==> src/rtl/risc8_writeback_if.sv <==
// risc8_writeback_if
// Groups the write-back block's source, hazard-query and register-file
// signals.
//   master : execute/memory side (drives the result sources and the hazard
//            query, receives stall and the register-file write port)
//   slave  : the write-back arbiter
//
// Handshake: every source is valid-only. alu_write, ptr_write, ld_issue and
// mem_valid each describe one event in the cycle they are high, and no ready
// comes back. Back-pressure reaches the producers through `stall`, which the
// issue logic must honour before it starts another instruction.
interface risc8_writeback_if;
    logic        alu_write;
    logic        alu_word;
    logic [5:0]  alu_d;
    logic [15:0] alu_Rd;
    logic        ptr_write;
    logic [5:0]  ptr_d;
    logic [15:0] ptr_Rd;
    logic        ld_issue;
    logic [5:0]  ld_d;
    logic        mem_valid;
    logic [7:0]  mem_rdata;
    logic [5:0]  hz_a;
    logic [5:0]  hz_b;
    logic        stall;
    logic        write;
    logic        write_word;
    logic [5:0]  d;
    logic [15:0] Rd;
    logic        ld_pending;
    logic        err;

    modport master (
        output alu_write, alu_word, alu_d, alu_Rd,
        output ptr_write, ptr_d, ptr_Rd,
        output ld_issue, ld_d, mem_valid, mem_rdata,
        output hz_a, hz_b,
        input  stall, write, write_word, d, Rd, ld_pending, err
    );

    modport slave (
        input  alu_write, alu_word, alu_d, alu_Rd,
        input  ptr_write, ptr_d, ptr_Rd,
        input  ld_issue, ld_d, mem_valid, mem_rdata,
        input  hz_a, hz_b,
        output stall, write, write_word, d, Rd, ld_pending, err
    );
endinterface

==> src/rtl/risc8_writeback.sv <==
// risc8_writeback
// Write-back arbiter for the risc8 register file's single write port. It
// merges load returns, ALU results and pointer updates into one write per
// cycle, using fixed priority load > ALU > pointer. Each losing ALU or pointer
// result waits in a one-entry hold register. `stall` keeps the issue logic
// from reading a register whose write is still held or pending here.
// Ports:
//   clk, reset : core clock, synchronous active-high reset
//   wb (slave) : sources (alu_*, ptr_*, ld_*, mem_*), hazard query (hz_a,
//                hz_b), combinational stall, and the registered regfile port
//                (write, write_word, d, Rd) plus ld_pending and a sticky err.
module risc8_writeback (
    input  logic              clk,
    input  logic              reset,
    risc8_writeback_if.slave  wb
);

    // Returns 1 when byte address rd_byte falls inside the destination.
    // A word destination covers a whole register pair.
    function automatic logic covers(input logic [5:0] rd_byte,
                                    input logic [5:0] dest,
                                    input logic       word);
        if (word)
            covers = (rd_byte[5:1] == dest[5:1]);
        else
            covers = (rd_byte == dest);
    endfunction

    // The A port reads a pair {a, a|1}, and the B port reads a single byte.
    function automatic logic reads_hit(input logic [5:0] a,
                                       input logic [5:0] b,
                                       input logic [5:0] dest,
                                       input logic       word);
        reads_hit = covers(a, dest, word) | covers({a[5:1], 1'b1}, dest, word)
                  | covers(b, dest, word);
    endfunction

    // State
    logic        ld_pending_q;
    logic [5:0]  ld_dest_q;
    logic        alu_hold_valid;
    logic        alu_hold_word;
    logic [5:0]  alu_hold_d;
    logic [15:0] alu_hold_rd;
    logic        ptr_hold_valid;
    logic [5:0]  ptr_hold_d;
    logic [15:0] ptr_hold_rd;
    logic        write_q;
    logic        write_word_q;
    logic [5:0]  d_q;
    logic [15:0] rd_q;
    logic        err_q;

    // Incoming candidates, already put into register-file format
    logic        ld_ret;
    logic [5:0]  alu_in_d;
    logic [15:0] alu_in_rd;
    logic [5:0]  ptr_in_d;

    // Effective ALU / pointer candidate (the held entry wins over incoming)
    logic        alu_cand_valid;
    logic        alu_cand_word;
    logic [5:0]  alu_cand_d;
    logic [15:0] alu_cand_rd;
    logic        ptr_cand_valid;
    logic [5:0]  ptr_cand_d;
    logic [15:0] ptr_cand_rd;

    // Winner of this cycle
    logic        win_valid;
    logic        win_word;
    logic [5:0]  win_d;
    logic [15:0] win_rd;

    logic        hazard;

    always_comb begin
        ld_ret    = wb.mem_valid & ld_pending_q;
        alu_in_d  = wb.alu_word ? {wb.alu_d[5:1], 1'b0} : wb.alu_d;
        alu_in_rd = wb.alu_word ? wb.alu_Rd : {8'h00, wb.alu_Rd[7:0]};
        ptr_in_d  = {wb.ptr_d[5:1], 1'b0};

        alu_cand_valid = alu_hold_valid | wb.alu_write;
        alu_cand_word  = alu_hold_valid ? alu_hold_word : wb.alu_word;
        alu_cand_d     = alu_hold_valid ? alu_hold_d    : alu_in_d;
        alu_cand_rd    = alu_hold_valid ? alu_hold_rd   : alu_in_rd;

        ptr_cand_valid = ptr_hold_valid | wb.ptr_write;
        ptr_cand_d     = ptr_hold_valid ? ptr_hold_d  : ptr_in_d;
        ptr_cand_rd    = ptr_hold_valid ? ptr_hold_rd : wb.ptr_Rd;

        win_valid = 1'b0;
        win_word  = 1'b0;
        win_d     = 6'd0;
        win_rd    = 16'd0;
        if (ld_ret) begin
            win_valid = 1'b1;
            win_d     = ld_dest_q;
            win_rd    = {8'h00, wb.mem_rdata};
        end else if (alu_cand_valid) begin
            win_valid = 1'b1;
            win_word  = alu_cand_word;
            win_d     = alu_cand_d;
            win_rd    = alu_cand_rd;
        end else if (ptr_cand_valid) begin
            win_valid = 1'b1;
            win_word  = 1'b1;
            win_d     = ptr_cand_d;
            win_rd    = ptr_cand_rd;
        end

        // Writes already on the output register are covered by the regfile
        // bypass, so only held entries and the pending load count here.
        hazard = (alu_hold_valid & reads_hit(wb.hz_a, wb.hz_b, alu_hold_d, alu_hold_word))
               | (ptr_hold_valid & reads_hit(wb.hz_a, wb.hz_b, ptr_hold_d, 1'b1))
               | (ld_pending_q   & reads_hit(wb.hz_a, wb.hz_b, ld_dest_q, 1'b0));
    end

    always_ff @(posedge clk) begin
        if (reset) begin
            ld_pending_q   <= 1'b0;
            ld_dest_q      <= 6'd0;
            alu_hold_valid <= 1'b0;
            alu_hold_word  <= 1'b0;
            alu_hold_d     <= 6'd0;
            alu_hold_rd    <= 16'd0;
            ptr_hold_valid <= 1'b0;
            ptr_hold_d     <= 6'd0;
            ptr_hold_rd    <= 16'd0;
            write_q        <= 1'b0;
            write_word_q   <= 1'b0;
            d_q            <= 6'd0;
            rd_q           <= 16'd0;
            err_q          <= 1'b0;
        end else begin
            write_q <= win_valid;
            if (win_valid) begin
                write_word_q <= win_word;
                d_q          <= win_d;
                rd_q         <= win_rd;
            end

            // Only one load can be outstanding. A second issue is a protocol
            // error, and a return with nothing pending is dropped.
            if (ld_pending_q) begin
                if (wb.mem_valid)
                    ld_pending_q <= 1'b0;
                if (wb.ld_issue)
                    err_q <= 1'b1;
            end else if (wb.ld_issue) begin
                ld_pending_q <= 1'b1;
                ld_dest_q    <= wb.ld_d;
            end

            // ALU hold: drains whenever no load return outranks it. A new
            // result arriving while it is occupied is lost (overrun).
            if (alu_hold_valid) begin
                if (!ld_ret)
                    alu_hold_valid <= 1'b0;
                if (wb.alu_write)
                    err_q <= 1'b1;
            end else if (wb.alu_write && ld_ret) begin
                alu_hold_valid <= 1'b1;
                alu_hold_word  <= wb.alu_word;
                alu_hold_d     <= alu_in_d;
                alu_hold_rd    <= alu_in_rd;
            end

            // Pointer hold: lowest priority, so it yields to both others.
            if (ptr_hold_valid) begin
                if (!ld_ret && !alu_cand_valid)
                    ptr_hold_valid <= 1'b0;
                if (wb.ptr_write)
                    err_q <= 1'b1;
            end else if (wb.ptr_write && (ld_ret || alu_cand_valid)) begin
                ptr_hold_valid <= 1'b1;
                ptr_hold_d     <= ptr_in_d;
                ptr_hold_rd    <= wb.ptr_Rd;
            end
        end
    end

    assign wb.stall      = alu_hold_valid | ptr_hold_valid | hazard;
    assign wb.write      = write_q;
    assign wb.write_word = write_word_q;
    assign wb.d          = d_q;
    assign wb.Rd         = rd_q;
    assign wb.ld_pending = ld_pending_q;
    assign wb.err        = err_q;

endmodule

==> src/flat_wrapper.sv <==
// flat-port wrapper written by rule: the top's interface ports become plain ports
module risc8_writeback_flat 
  (clk, reset, wb_alu_write, wb_alu_word, wb_alu_d, wb_alu_Rd, wb_ptr_write, wb_ptr_d, wb_ptr_Rd, wb_ld_issue, wb_ld_d, wb_mem_valid, wb_mem_rdata, wb_hz_a, wb_hz_b, wb_stall, wb_write, wb_write_word, wb_d, wb_Rd, wb_ld_pending, wb_err);
  risc8_writeback_if wb_i ();
  input  logic clk;
  input  logic reset;
  input wire logic [$bits(wb_i.alu_write)-1:0] wb_alu_write;
  input wire logic [$bits(wb_i.alu_word)-1:0] wb_alu_word;
  input wire logic [$bits(wb_i.alu_d)-1:0] wb_alu_d;
  input wire logic [$bits(wb_i.alu_Rd)-1:0] wb_alu_Rd;
  input wire logic [$bits(wb_i.ptr_write)-1:0] wb_ptr_write;
  input wire logic [$bits(wb_i.ptr_d)-1:0] wb_ptr_d;
  input wire logic [$bits(wb_i.ptr_Rd)-1:0] wb_ptr_Rd;
  input wire logic [$bits(wb_i.ld_issue)-1:0] wb_ld_issue;
  input wire logic [$bits(wb_i.ld_d)-1:0] wb_ld_d;
  input wire logic [$bits(wb_i.mem_valid)-1:0] wb_mem_valid;
  input wire logic [$bits(wb_i.mem_rdata)-1:0] wb_mem_rdata;
  input wire logic [$bits(wb_i.hz_a)-1:0] wb_hz_a;
  input wire logic [$bits(wb_i.hz_b)-1:0] wb_hz_b;
  output wire logic [$bits(wb_i.stall)-1:0] wb_stall;
  output wire logic [$bits(wb_i.write)-1:0] wb_write;
  output wire logic [$bits(wb_i.write_word)-1:0] wb_write_word;
  output wire logic [$bits(wb_i.d)-1:0] wb_d;
  output wire logic [$bits(wb_i.Rd)-1:0] wb_Rd;
  output wire logic [$bits(wb_i.ld_pending)-1:0] wb_ld_pending;
  output wire logic [$bits(wb_i.err)-1:0] wb_err;
  assign wb_i.alu_write = wb_alu_write;
  assign wb_i.alu_word = wb_alu_word;
  assign wb_i.alu_d = wb_alu_d;
  assign wb_i.alu_Rd = wb_alu_Rd;
  assign wb_i.ptr_write = wb_ptr_write;
  assign wb_i.ptr_d = wb_ptr_d;
  assign wb_i.ptr_Rd = wb_ptr_Rd;
  assign wb_i.ld_issue = wb_ld_issue;
  assign wb_i.ld_d = wb_ld_d;
  assign wb_i.mem_valid = wb_mem_valid;
  assign wb_i.mem_rdata = wb_mem_rdata;
  assign wb_i.hz_a = wb_hz_a;
  assign wb_i.hz_b = wb_hz_b;
  assign wb_stall = wb_i.stall;
  assign wb_write = wb_i.write;
  assign wb_write_word = wb_i.write_word;
  assign wb_d = wb_i.d;
  assign wb_Rd = wb_i.Rd;
  assign wb_ld_pending = wb_i.ld_pending;
  assign wb_err = wb_i.err;
  risc8_writeback u_core (.clk(clk), .reset(reset), .wb(wb_i));
endmodule
==> config.mk <==
export PLATFORM = sky130hd
export DESIGN_NAME = risc8_writeback_flat
export DESIGN_NICKNAME = d
export VERILOG_FILES = /design/src/rtl/risc8_writeback_if.sv /design/src/rtl/risc8_writeback.sv /design/src/flat_wrapper.sv
export SDC_FILE = /design/constraint.sdc
export NUM_CORES = 1
export LEC_CHECK = 0
export BUFFER_PORTS_ARGS = -buffer_cell sky130_fd_sc_hd__buf_2
export CAP_MARGIN = 10
export CELL_PAD_IN_SITES_DETAIL_PLACEMENT = 1
export CELL_PAD_IN_SITES_GLOBAL_PLACEMENT = 2
export CORE_UTILIZATION = 33
export CTS_CLUSTER_DIAMETER = 40
export DETAILED_ROUTE_END_ITERATION = 12
export PLACE_DENSITY_LB_ADDON = 0.1
export SLEW_MARGIN = 20
export SYNTH_ARGS = -nofsm -noshare
export SYNTH_HDL_FRONTEND = slang
export SYNTH_SLANG_ARGS = --single-unit
==> constraint.sdc <==
create_clock -name clk -period 3.1 [get_ports clk]
set_input_delay 0.62 -clock clk [delete_from_list [all_inputs] [get_ports clk]]
set_output_delay 0.62 -clock clk [all_outputs]
set_load 0.1 [all_outputs]
# After elaboration in Yosys (flattened, before gate mapping)
# Cells that the tools add are included.
dict set report totals {
  output_inout_bits 27
  ff_bits 78
  wordCells 87
}
dict set report op_classes {
  mux 36
  n_eq_ne 10
  n_reduce_logical 9
  bitwise_logic 18
}
# op n
set op_table {}
lappend op_table {{$mux 16} 6}
lappend op_table {{$eq 6x6->1} 6}
lappend op_table {{$mux 6} 5}
lappend op_table {{$mux 1} 25}
lappend op_table {{$eq 5x5->1} 4}
lappend op_table {{$or 1x1->1} 11}
lappend op_table {{$reduce_and 2->1} 3}
lappend op_table {{$and 1x1->1} 4}
lappend op_table {{$logic_and 1x1->1} 3}
lappend op_table {{$not 1->1} 3}
lappend op_table {{$logic_not 1->1} 2}
lappend op_table {{$logic_or 1x1->1} 1}

# Longest topological paths before layout
# Gate-level depths: netlist of run 1.
dict set report depth {
  word_depth 8
  ltp_mapped 8
}

# Worst setup path before layout of run 1
# Ideal clock, no wire load.
dict set report synth_path {
  path_type {reg2out}
  start {register u_core.ld_pending_q (netlist: u_core.wb.ld_pending)}
  end {output wb_stall}
  arrival_time_ns 2.089
  path_stages_with_launch 5
  slack_ns 0.391
  t_required_ns 2.480
  path_cell_list {dfxtp_1 > buf_6 > nand4_1 > nor4_1 > or4_1}
}
dict set report synth_between {
  elab_chain_cells 3
}
# item line_no
set synth_lines {}
lappend synth_lines {{start, declared} risc8_writeback.sv:39} ;# logic ld_pending_q;
lappend synth_lines {{start signal, assigned} risc8_writeback.sv:121} ;# ld_pending_q <= 1'b0;
lappend synth_lines {{start signal, assigned} risc8_writeback.sv:147} ;# ld_pending_q <= 1'b0;
lappend synth_lines {{start signal, assigned} risc8_writeback.sv:151} ;# ld_pending_q <= 1'b1;
lappend synth_lines {{$and 1x1->1} risc8_writeback.sv:116} ;# | (ld_pending_q & reads_hit(wb.hz_a, wb.hz_b, ld_dest_q, 1'b0));
lappend synth_lines {{$or 1x1->1} risc8_writeback.sv:116}
lappend synth_lines {{$or 1x1->1} risc8_writeback.sv:183} ;# assign wb.stall = alu_hold_valid | ptr_hold_valid | hazard;
lappend synth_lines {{end, declared} flat_wrapper.sv:20} ;# output wire logic [$bits(wb_i.stall)-1:0] wb_stall;
# Every way passes these cells.

# Worst setup path after layout of run 1
dict set report layout_path {
  start {register u_core.ld_dest_q[5]}
  end {output wb_stall}
}
dict set report layout_between {
  elab_chain_cells 6
  elab_cells_between_ends 8
  classes_between {eq/ne (3); bitwise (5)}
}
# item line_no
set layout_lines {}
lappend layout_lines {{start, declared} risc8_writeback.sv:40} ;# logic [5:0] ld_dest_q;
lappend layout_lines {{start signal, assigned} risc8_writeback.sv:152} ;# ld_dest_q <= wb.ld_d;
lappend layout_lines {{$eq 6x6->1} risc8_writeback.sv:26} ;# covers = (rd_byte == dest);
lappend layout_lines {{$or 1x1->1} risc8_writeback.sv:34} ;# reads_hit = covers(a, dest, word) | covers({a[5:1], 1'b1}, dest, word)
lappend layout_lines {{$or 1x1->1 *} risc8_writeback.sv:35} ;# | covers(b, dest, word);
lappend layout_lines {{$and 1x1->1 *} risc8_writeback.sv:116}
lappend layout_lines {{$or 1x1->1 *} risc8_writeback.sv:116}
lappend layout_lines {{$or 1x1->1 *} risc8_writeback.sv:183}
# Mark *: on every way between the ends. The rest lies on a longest branch, timed or not.

==> results of run 1 <==
[cell usage in the layout, fill, tap and decap left out, drive strengths merged, types with 4 or more instances in the layout]
cell type,n
nand3,8
buf,113
a21oi,44
clkbuf,10
nor2,32
nand2,59
nand3b,5
xor2,4
o21ai,11
nor3,23
a221oi,5
a221o,14
xnor2,7
o22ai,13
and2,4
mux2i,48
dfxtp,78
[cell type report]
| type | count | area [sq um] |
|---|---|---|
| timing repair buffer | 113 | 593 |
| sequential | 78 | 1560 |
| clock inverter | 6 | 62.6 |
| antenna | 1 | 2.50 |
| clock buffer | 10 | 128 |
| multi-input combinational | 293 | 1830 |
| tap | 140 | 175 |
| fill | 1318 | 6480 |
| inverter | 2 | 7.51 |
[power groups by stage]
stage	sequential, mW	combinational [mW]	clock [mW]
after floorplan	1.29	0.233	0
after global placement	1.11	0.543	0
after detailed placement	1.11	0.550	0
after CTS	1.09	0.552	0.783
after global routing	1.09	0.583	0.824
final	1.09	0.542	0.755
[tightest hold or removal path, delay by kind of cell, from the launching register on]
kind,cells,cell delay (ns)
flops,1,0.32
simple gates,1,0.05
compound gates,1,0.05
[sequential cells by signal, indices dropped and copies added, names as in the netlist]
signal and flops:
u_core.alu_hold_d 6, u_core.alu_hold_valid 1, u_core.ptr_hold_valid 1, u_core.ptr_hold_rd 16, u_core.wb.write 1, u_core.alu_hold_word 1, u_core.wb.err 1, u_core.alu_hold_rd 16
u_core.ptr_hold_d 5, u_core.wb.d 6, u_core.wb.Rd 16, u_core.wb.ld_pending 1, u_core.ld_dest_q 6, u_core.wb.write_word 1
[cells by family (layout without fill, tap and decap cells)]
| family | count (synthesis) | in the layout | synth area share |
|---|---|---|---|
| AO/OA/AOI/OAI | 93 | 93 | 0.164 |
| multiplexers | 48 | 48 | 0.131 |
| XOR/XNOR | 11 | 11 | 0.0263 |
| flip-flops | 78 | 78 | 0.427 |
| buffers and inverters | 40 | 131 | 0.0735 |
| other | 0 | 1 | 0 |
| AND/OR/NAND/NOR | 141 | 141 | 0.178 |
[final timing paths]
path / endpoint / slack, ns / depth (start not counted)
max: wb_stall / 0.66 / 5
min: u_core.alu_hold_rd[11] / 0.45 / 2
max reg2reg: u_core.alu_hold_rd[9] / 0.91 / 5
min reg2reg: u_core.alu_hold_rd[11] / 0.45 / 2
[synth_stat cells (2+ instances only)]
cell and count:
dfxtp_1 78, nand2_1 59, mux2i_1 48, a21oi_1 44, nor2_1 31, nor3_1 20
a221o_1 14, o22ai_1 13, buf_2 12, clkbuf_1 12, nand3_1 8, o21ai_1 8
buf_6 7, xnor2_1 7, a221oi_1 5, buf_4 5, nand3b_1 5, and2_1 4
xor2_1 4, a32o_1 3, nor2b_1 3, nor3_2 3, o21ai_0 3, buf_12 2
inv_1 2, nand4_1 2
[metal layers]
layer	up-vias	wire length, microns
met4	2	110
met5	-	16
li1	1630	-
met2	87	5310
met1	1572	4760
met3	12	683
[per-stage QoR]
stage,instances,util
detailed placement,626,0.385
global placement,626,0.385
global route,642,0.402
floorplan,411,-
finish,643,0.403
CTS,642,0.402
==> run metrics, run 1 <==
Pwr per Cell Area 546 nW/um^2; number of max-cap violations 0; Initial Util 0.337; CTS tree built; Overall Power 2.38 mW; Hold Path Class flip-flop to flip-flop; Setup TNS 0 ns; Static Leak 1.73 nW; grt met3 use 0.0460; gr ovfl total 0; share of the synthesized area in the top cell type 0.427; Area Growth Syn to Fin 19.3%; Critical Path Source Type flip-flop; CP Capture Type output port; final period utilization 0.786; Die ar. 11500 sq um; Avg Inst Size Synth 8.90 sq um; die height 107 microns; asr flop ratio synth 0; Clk network pwr share 0.316; GR Util met2 0.341; largest net degree at the start of global routing 40; area leader, netlist dfxtp_1; share of cells above drive strength 1 0.269; number of iterations in the first detailed-routing pass 4; Worst Skew 0.0109 ns; Netlist Area Pre-Place 3660 sq um; core footprint 10800 sq um; Pint 1.58 mW; max-slew violation total from the final report 0; Distinct cells, synth 35; Die W 107 microns; routed vias 3303; P_sw 0.801 mW; clock tree root driver cell clkbuf_8; worst r2r src u_core.wb.ld_pending; Main synth FF type dfxtp_1; combinational power share 0.227; leading post-synthesis cells by cell area dfxtp_1 (43%), mux2i_1 (13%), nand2_1 (6.1%); DR iter-0 viols 112; Critical Path Source u_core.ld_dest_q[5]; cells after synthesis 411; power share of the sequential group 0.456; Clock transition at path regs 0.08 ns; Worst Hold Launch u_core.alu_hold_rd[11]; Sw Share 0.336; VDD IR max 211 uV; Ys Warns 0; placed instance area 4170 sq um; I/O Pins 104; CTS Hold Buffers Added 0; average wire per cell in the routed design 16.9 microns; worst slack, placed 0.691 ns; CP max stage cell or4_1; clock sink total 78; final hold violations 0; layout net count 574; sequential area share after synthesis 0.427; number of synthesized flops with an enable pin 0; slowest stage delay, CP 0.47 ns; Worst Path Arrival 1.82 ns; status complete, no violations; # resized after CTS 0; Buffers on Ports 102; WL final 10900 microns; final hold slack 0.453 ns; unrepaired setup endpoints after global routing false; vias in the first global route 3357; fin crit period 2.44 ns; CP required 2.48 ns; Max Fclk 410 MHz; TritonCTS buffer count 9; setup ws final 0.662 ns; total track usage 0.198; busiest grt layer met2; CP top delay family simple AND/OR/NAND/NOR gates; met1 Use GR 0.242; relative slew slack 0.423; FF+latch count, synth 78; final setup fails 0; initial antenna violation count 2; Routed Antenna Nets 0; # rows 38; critical path class flip-flop to output port; syn nets 488; DRC violations left 0; H-tree lvl count 3; Critical Path, Cell by Cell xnor2_1 -> nand4_1 -> nor3_1 -> or4_1 -> buf_2; Critical path buffers and inverters 1; postcts setup bufs 0; GPL Wtd Cong 0.761; first-pass GRT wire length 17300 microns; Clock Latency Late Sink 0.35 ns; dpl hpwl 7810 microns; Worst-Margin Slew 0.863 ns; mean number of vias per cell 5.14; critical path peak fanout 4; post-route cell area 4360 sq um; Clock Path Buffers 2
No activity file was read; power rests on OpenSTA's default activity.
==> run 2: changes to the inputs <==
Settings changed: CORE_UTILIZATION 33 to 27.
Clock period 3.1 ns to 2.2 ns, I/O delays scaled along.
==> run metrics, run 2 (synthesized netlist as in run 1, its figures left out) <==
status complete, no violations; worst r2r src u_core.wb.ld_pending; clock tree root driver cell clkbuf_16; total track usage 0.177 (-0.0207); DR iter-0 viols 162 (+45%); mean number of vias per cell 4.84 (-5.8%); average wire per cell in the routed design 17.2 microns (+1.9%); Worst Hold Launch wb_ld_d[0]; Setup TNS 0 ns (unchanged); number of iterations in the first detailed-routing pass 4 (unchanged); dpl hpwl 8430 microns (+8.0%); Critical Path Source Type flip-flop; critical path class flip-flop to output port; TritonCTS buffer count 9 (unchanged); final hold slack 0.332 ns (-0.121 ns); H-tree lvl count 3 (unchanged); WL final 11800 microns (+8.4%); fin crit period 2.15 ns; setup ws final 0.0548 ns (-0.607 ns); Die W 118 microns (+10%); Max Fclk 466 MHz; most frequent cells in the layout buf_2 (101), dfxtp_1 (74), nand2_1 (59); share of cells above drive strength 1 0.283 (+0.0145); post-route cell area 4590 sq um (+5.2%); Static Leak 1.81 nW (+4.6%); GPL Wtd Cong 0.800 (+5.1%); largest net degree at the start of global routing 40 (unchanged); CP Capture Type output port; CTS Hold Buffers Added 0 (unchanged); Overall Power 3.73 mW (+56%); ant diodes 0 (-1); final hold violations 0 (unchanged); VDD IR max 385 uV (+83%); max-slew violation total from the final report 0 (unchanged); fin util 0.347 (-0.0557); Clock transition at path regs 0.06 ns (-0.02 ns); clock sink total 78 (unchanged); Worst-Margin Slew 0.518 ns (-0.345 ns); Initial Util 0.276 (-0.0612); Clock Latency Late Sink 0.34 ns (about the same); # placed instances 668 (+6.7%); Area Growth Syn to Fin 25.5%; Hold Path Class input pin to flip-flop; Buffers on Ports 102 (unchanged); Worst Path Arrival 1.71 ns (-0.11 ns); final setup fails 0 (unchanged); first-pass GRT wire length 18700 microns (+7.8%); commonest non-fill, non-tap cell in the layout buf_2; CTS tree built; DRC violations left 0 (unchanged); core footprint 13200 sq um (+22%); Die ar. 14000 sq um (+22%); routed vias 3311 (+0.24%); placed instance area 4320 sq um (+3.5%); CP max stage cell or4_4; Critical Path, Cell by Cell xor2_1 -> nor3_1 -> or4_4 -> buf_12; hold endpoint u_core.ld_dest_q[0]; critical path peak fanout 4 (unchanged); CP required 1.76 ns (-0.72 ns); RR Endpoint u_core.alu_hold_rd[13]; Routed Antenna Nets 0 (unchanged); die height 118 microns (+10%); worst slack, placed 0.208 ns (-0.483 ns); Hold Path Stages 3 (+1); slowest stage delay, CP 0.50 ns (+0.03 ns); number of max-cap violations 0 (unchanged); unrepaired setup endpoints after global routing false; Pwr per Cell Area 812 nW/um^2 (+49%); relative slew slack 0.657 (+0.233); gr ovfl total 0 (unchanged); Worst Skew 0.00599 ns (-0.00488 ns); Clock Path Buffers 2 (unchanged); initial antenna violation count 0 (-2); r2r setup slk 0.34 ns (-0.57 ns); vias in the first global route 3468 (+3.3%); layout net count 580 (+1.0%); Register-to-Register Path Depth 5 (unchanged); I/O Pins 104 (unchanged); fin cells 684 (+6.4%); # rows 42 (+11%); final period utilization 0.975
-- run 2: cell types whose count changed in the layout (fill, tap and decap cells not counted), sizes merged --
| cell | delta |
|---|---|
| clkinvlp | -1 |
| diode | -1 |
| clkbuf | +3 |
| clkinv | -1 |
| bufinv | -1 |
| buf | +6 |
-- run 2: area by class of cell --
cell class / count / area, sq um
clock buffers: 13 / 250
clock inverters: 3 / 20.0
fillers: 1623 / 8650
multi-input cells: 293 / 1840
inverters: 2 / 7.51
flip-flops and latches: 78 / 1570
repair buffers: 119 / 691
well taps: 176 / 220
-- run 2: how the worst max path moves through the flow --
stage	startpoint	end
floorplan	u_core.wb.ld_pending	wb_stall
global placement	wb_hz_a[5]	wb_stall
detailed placement	wb_hz_a[5]	wb_stall
CTS	u_core.ld_dest_q[4]	wb_stall
global route	u_core.ld_dest_q[5]	wb_stall
finish	u_core.ld_dest_q[1]	wb_stall
-- run 2: timing repair --
item / in CTS / in global routing
endpoints found under the setup margin: 1 / 1
gates resized for setup: 3 / 1
setup buffers: 0 / 0
-- run 2: power breakdown --
group | leakage (nW) | internal [mW] | switching, mW | total (mW)
sequential | 0.640 | 1.49 | 0.0475 | 1.54
clock | 0.126 | 0.795 | 0.604 | 1.40
combinational | 1.05 | 0.247 | 0.549 | 0.795
total | 1.81 | 2.53 | 1.20 | 3.73
-- run 2: routing by layer --
metal  track usage  up-vias  part of all wire
met1         0.212     1573              0.46
met5             0        -                 0
met2         0.301       78              0.48
li1              -     1646                 -
met4        0.0807        0             0.019
met3        0.0391       14             0.045
-- run 2: critical path: cells and delay by family (launching register included) --
family,cells,cell delay [ns]
buffers and inverters,1,0.18
DFF,1,0.42
xor gates and xnor gates,1,0.17
and+or+nand+nor,2,0.58
==> run 3: changes to the inputs <==
Settings changed: CORE_UTILIZATION 27 to 30.
Clock period 2.2 ns to 2.3 ns, I/O delays scaled along.
==> run metrics, run 3 (synthesized netlist as in run 1, its figures left out) <==
status complete, no violations; Worst-Margin Slew 0.692 ns (+0.174 ns); Die ar. 12600 sq um (-9.8%); unrepaired setup endpoints after global routing false; Routed met3 length 737 microns (+40%); CP Capture Type output port; I/O Pins 104 (unchanged); commonest non-fill, non-tap cell in the layout buf_2; number of max-cap violations 0 (unchanged); Hold Path Class input pin to flip-flop; Critical Path Source Type flip-flop; Worst Path Arrival 1.72 ns (about the same); final hold slack 0.363 ns (+0.0310 ns); initial antenna violation count 2 (+2); first-pass GRT wire length 18000 microns (-3.7%); Static Leak 1.82 nW (+0.27%); DR iter-0 viols 115 (-29%); critical path class flip-flop to output port; Worst Skew 0.00412 ns (-0.00186 ns); Clock Latency Late Sink 0.33 ns (about the same); met2 WL 5580 microns (-1.4%); postcts setup bufs 0 (unchanged); WL final 11300 microns (-4.0%); max-slew violation total from the final report 0 (unchanged); average wire per cell in the routed design 17.4 microns (+1.0%); clock tree root driver cell clkbuf_16; share of cells above drive strength 1 0.276 (-0.00733); Area Growth Syn to Fin 23.8%; fin crit period 2.18 ns; CP required 1.84 ns (+0.08 ns); number of iterations in the first detailed-routing pass 4 (unchanged); # rows 39 (-7.1%); Routed Antenna Nets 0 (unchanged); routed vias 3301 (-0.30%); Setup TNS 0 ns (unchanged); GPL Wtd Cong 0.755 (-5.7%); dpl hpwl 8240 microns (-2.3%); Register-to-Register Path Depth 5 (unchanged); Max Fclk 460 MHz; post-route cell area 4530 sq um (-1.4%); Buffers on Ports 102 (unchanged); Pwr per Cell Area 774 nW/um^2 (-4.8%); Initial Util 0.314 (+0.0374); DRC violations left 0 (unchanged); ant diodes 0 (unchanged); most frequent cells in the layout buf_2 (101), dfxtp_1 (78), nand2_1 (59); VDD IR max 267 uV (-31%); largest net degree at the start of global routing 56 (+40%); vias in the first global route 3431 (-1.1%); final hold violations 0 (unchanged); M1 WL 4780 microns (-11%); H-tree lvl count 3 (unchanged); CTS tree built; Clock Path Buffers 2 (unchanged); # resized after CTS 0 (-3); TritonCTS buffer count 9 (unchanged); layout net count 581 (+0.17%); relative slew slack 0.538 (-0.119); DR top layer met5; Clock transition at path regs 0.05 ns (about the same); setup ws final 0.124 ns (+0.0692 ns); critical path peak fanout 4 (unchanged); die height 112 microns (-5.0%); mean number of vias per cell 5.08 (+4.9%); gr ovfl total 0 (unchanged); final setup fails 0 (unchanged); total track usage 0.187 (+0.00990); final period utilization 0.946; Hold Path Stages 3 (unchanged); Die W 112 microns (-5.0%); core footprint 11700 sq um (-12%); placed instance area 4270 sq um (-1.1%); worst slack, placed 0.310 ns (+0.102 ns); CTS Hold Buffers Added 0 (unchanged); clock sink total 78 (unchanged)
## run 3: routing by layer
layer / vias up / global-route usage
met2: 94 / 0.333
li1: 1635 / -
met3: 15 / 0.0594
met1: 1555 / 0.210
met4: 2 / 0.0649
met5: - / 0
## run 3: final cells by class
cell class / count / area, sq um
fillers: 1409 / 7130
multi-input cells: 293 / 1840
flip-flops and latches: 78 / 1560
repair buffers: 120 / 686
clock buffers: 12 / 246
well taps: 143 / 179
clock inverters: 2 / 10.0
inverters: 2 / 7.51
## run 3: power breakdown
part | switching (mW) | total [mW] | internal (mW) | leakage [nW]
Clock | 0.534 | 1.28 | 0.745 | 0.128
Sequential | 0.0484 | 1.47 | 1.42 | 0.638
Combinational | 0.518 | 0.751 | 0.233 | 1.05
Total | 1.10 | 3.50 | 2.40 | 1.82
## run 3: path summary, 6_finish.rpt
kind / start / end / slack (ns)
hold / removal: wb_ld_d[4] / u_core.ld_dest_q[4] / 0.36
hold reg to reg: u_core.wb.d[0] / u_core.wb.d[0] / 0.45
setup reg to reg: u_core.wb.ld_pending / u_core.alu_hold_rd[14] / 0.42
setup / recovery: u_core.ld_dest_q[4] / wb_stall / 0.12
## run 3: stage by stage
step	util	total power [mW]	std cells
6_report	0.388	3.50	650
5_1_grt	0.388	3.67	650
4_1_cts	0.388	3.57	650
3_5_place_dp	0.366	2.26	636
3_3_place_gp	0.366	2.25	636
2_1_floorplan	-	2.06	411
## run 3: worst max-delay path: stages, from the launching register on
cell	delay, ns
dfxtp_1	0.43
xnor2_1	0.12
nand4_1	0.10
nor3_1	0.06
or4_4	0.49
buf_12	0.18
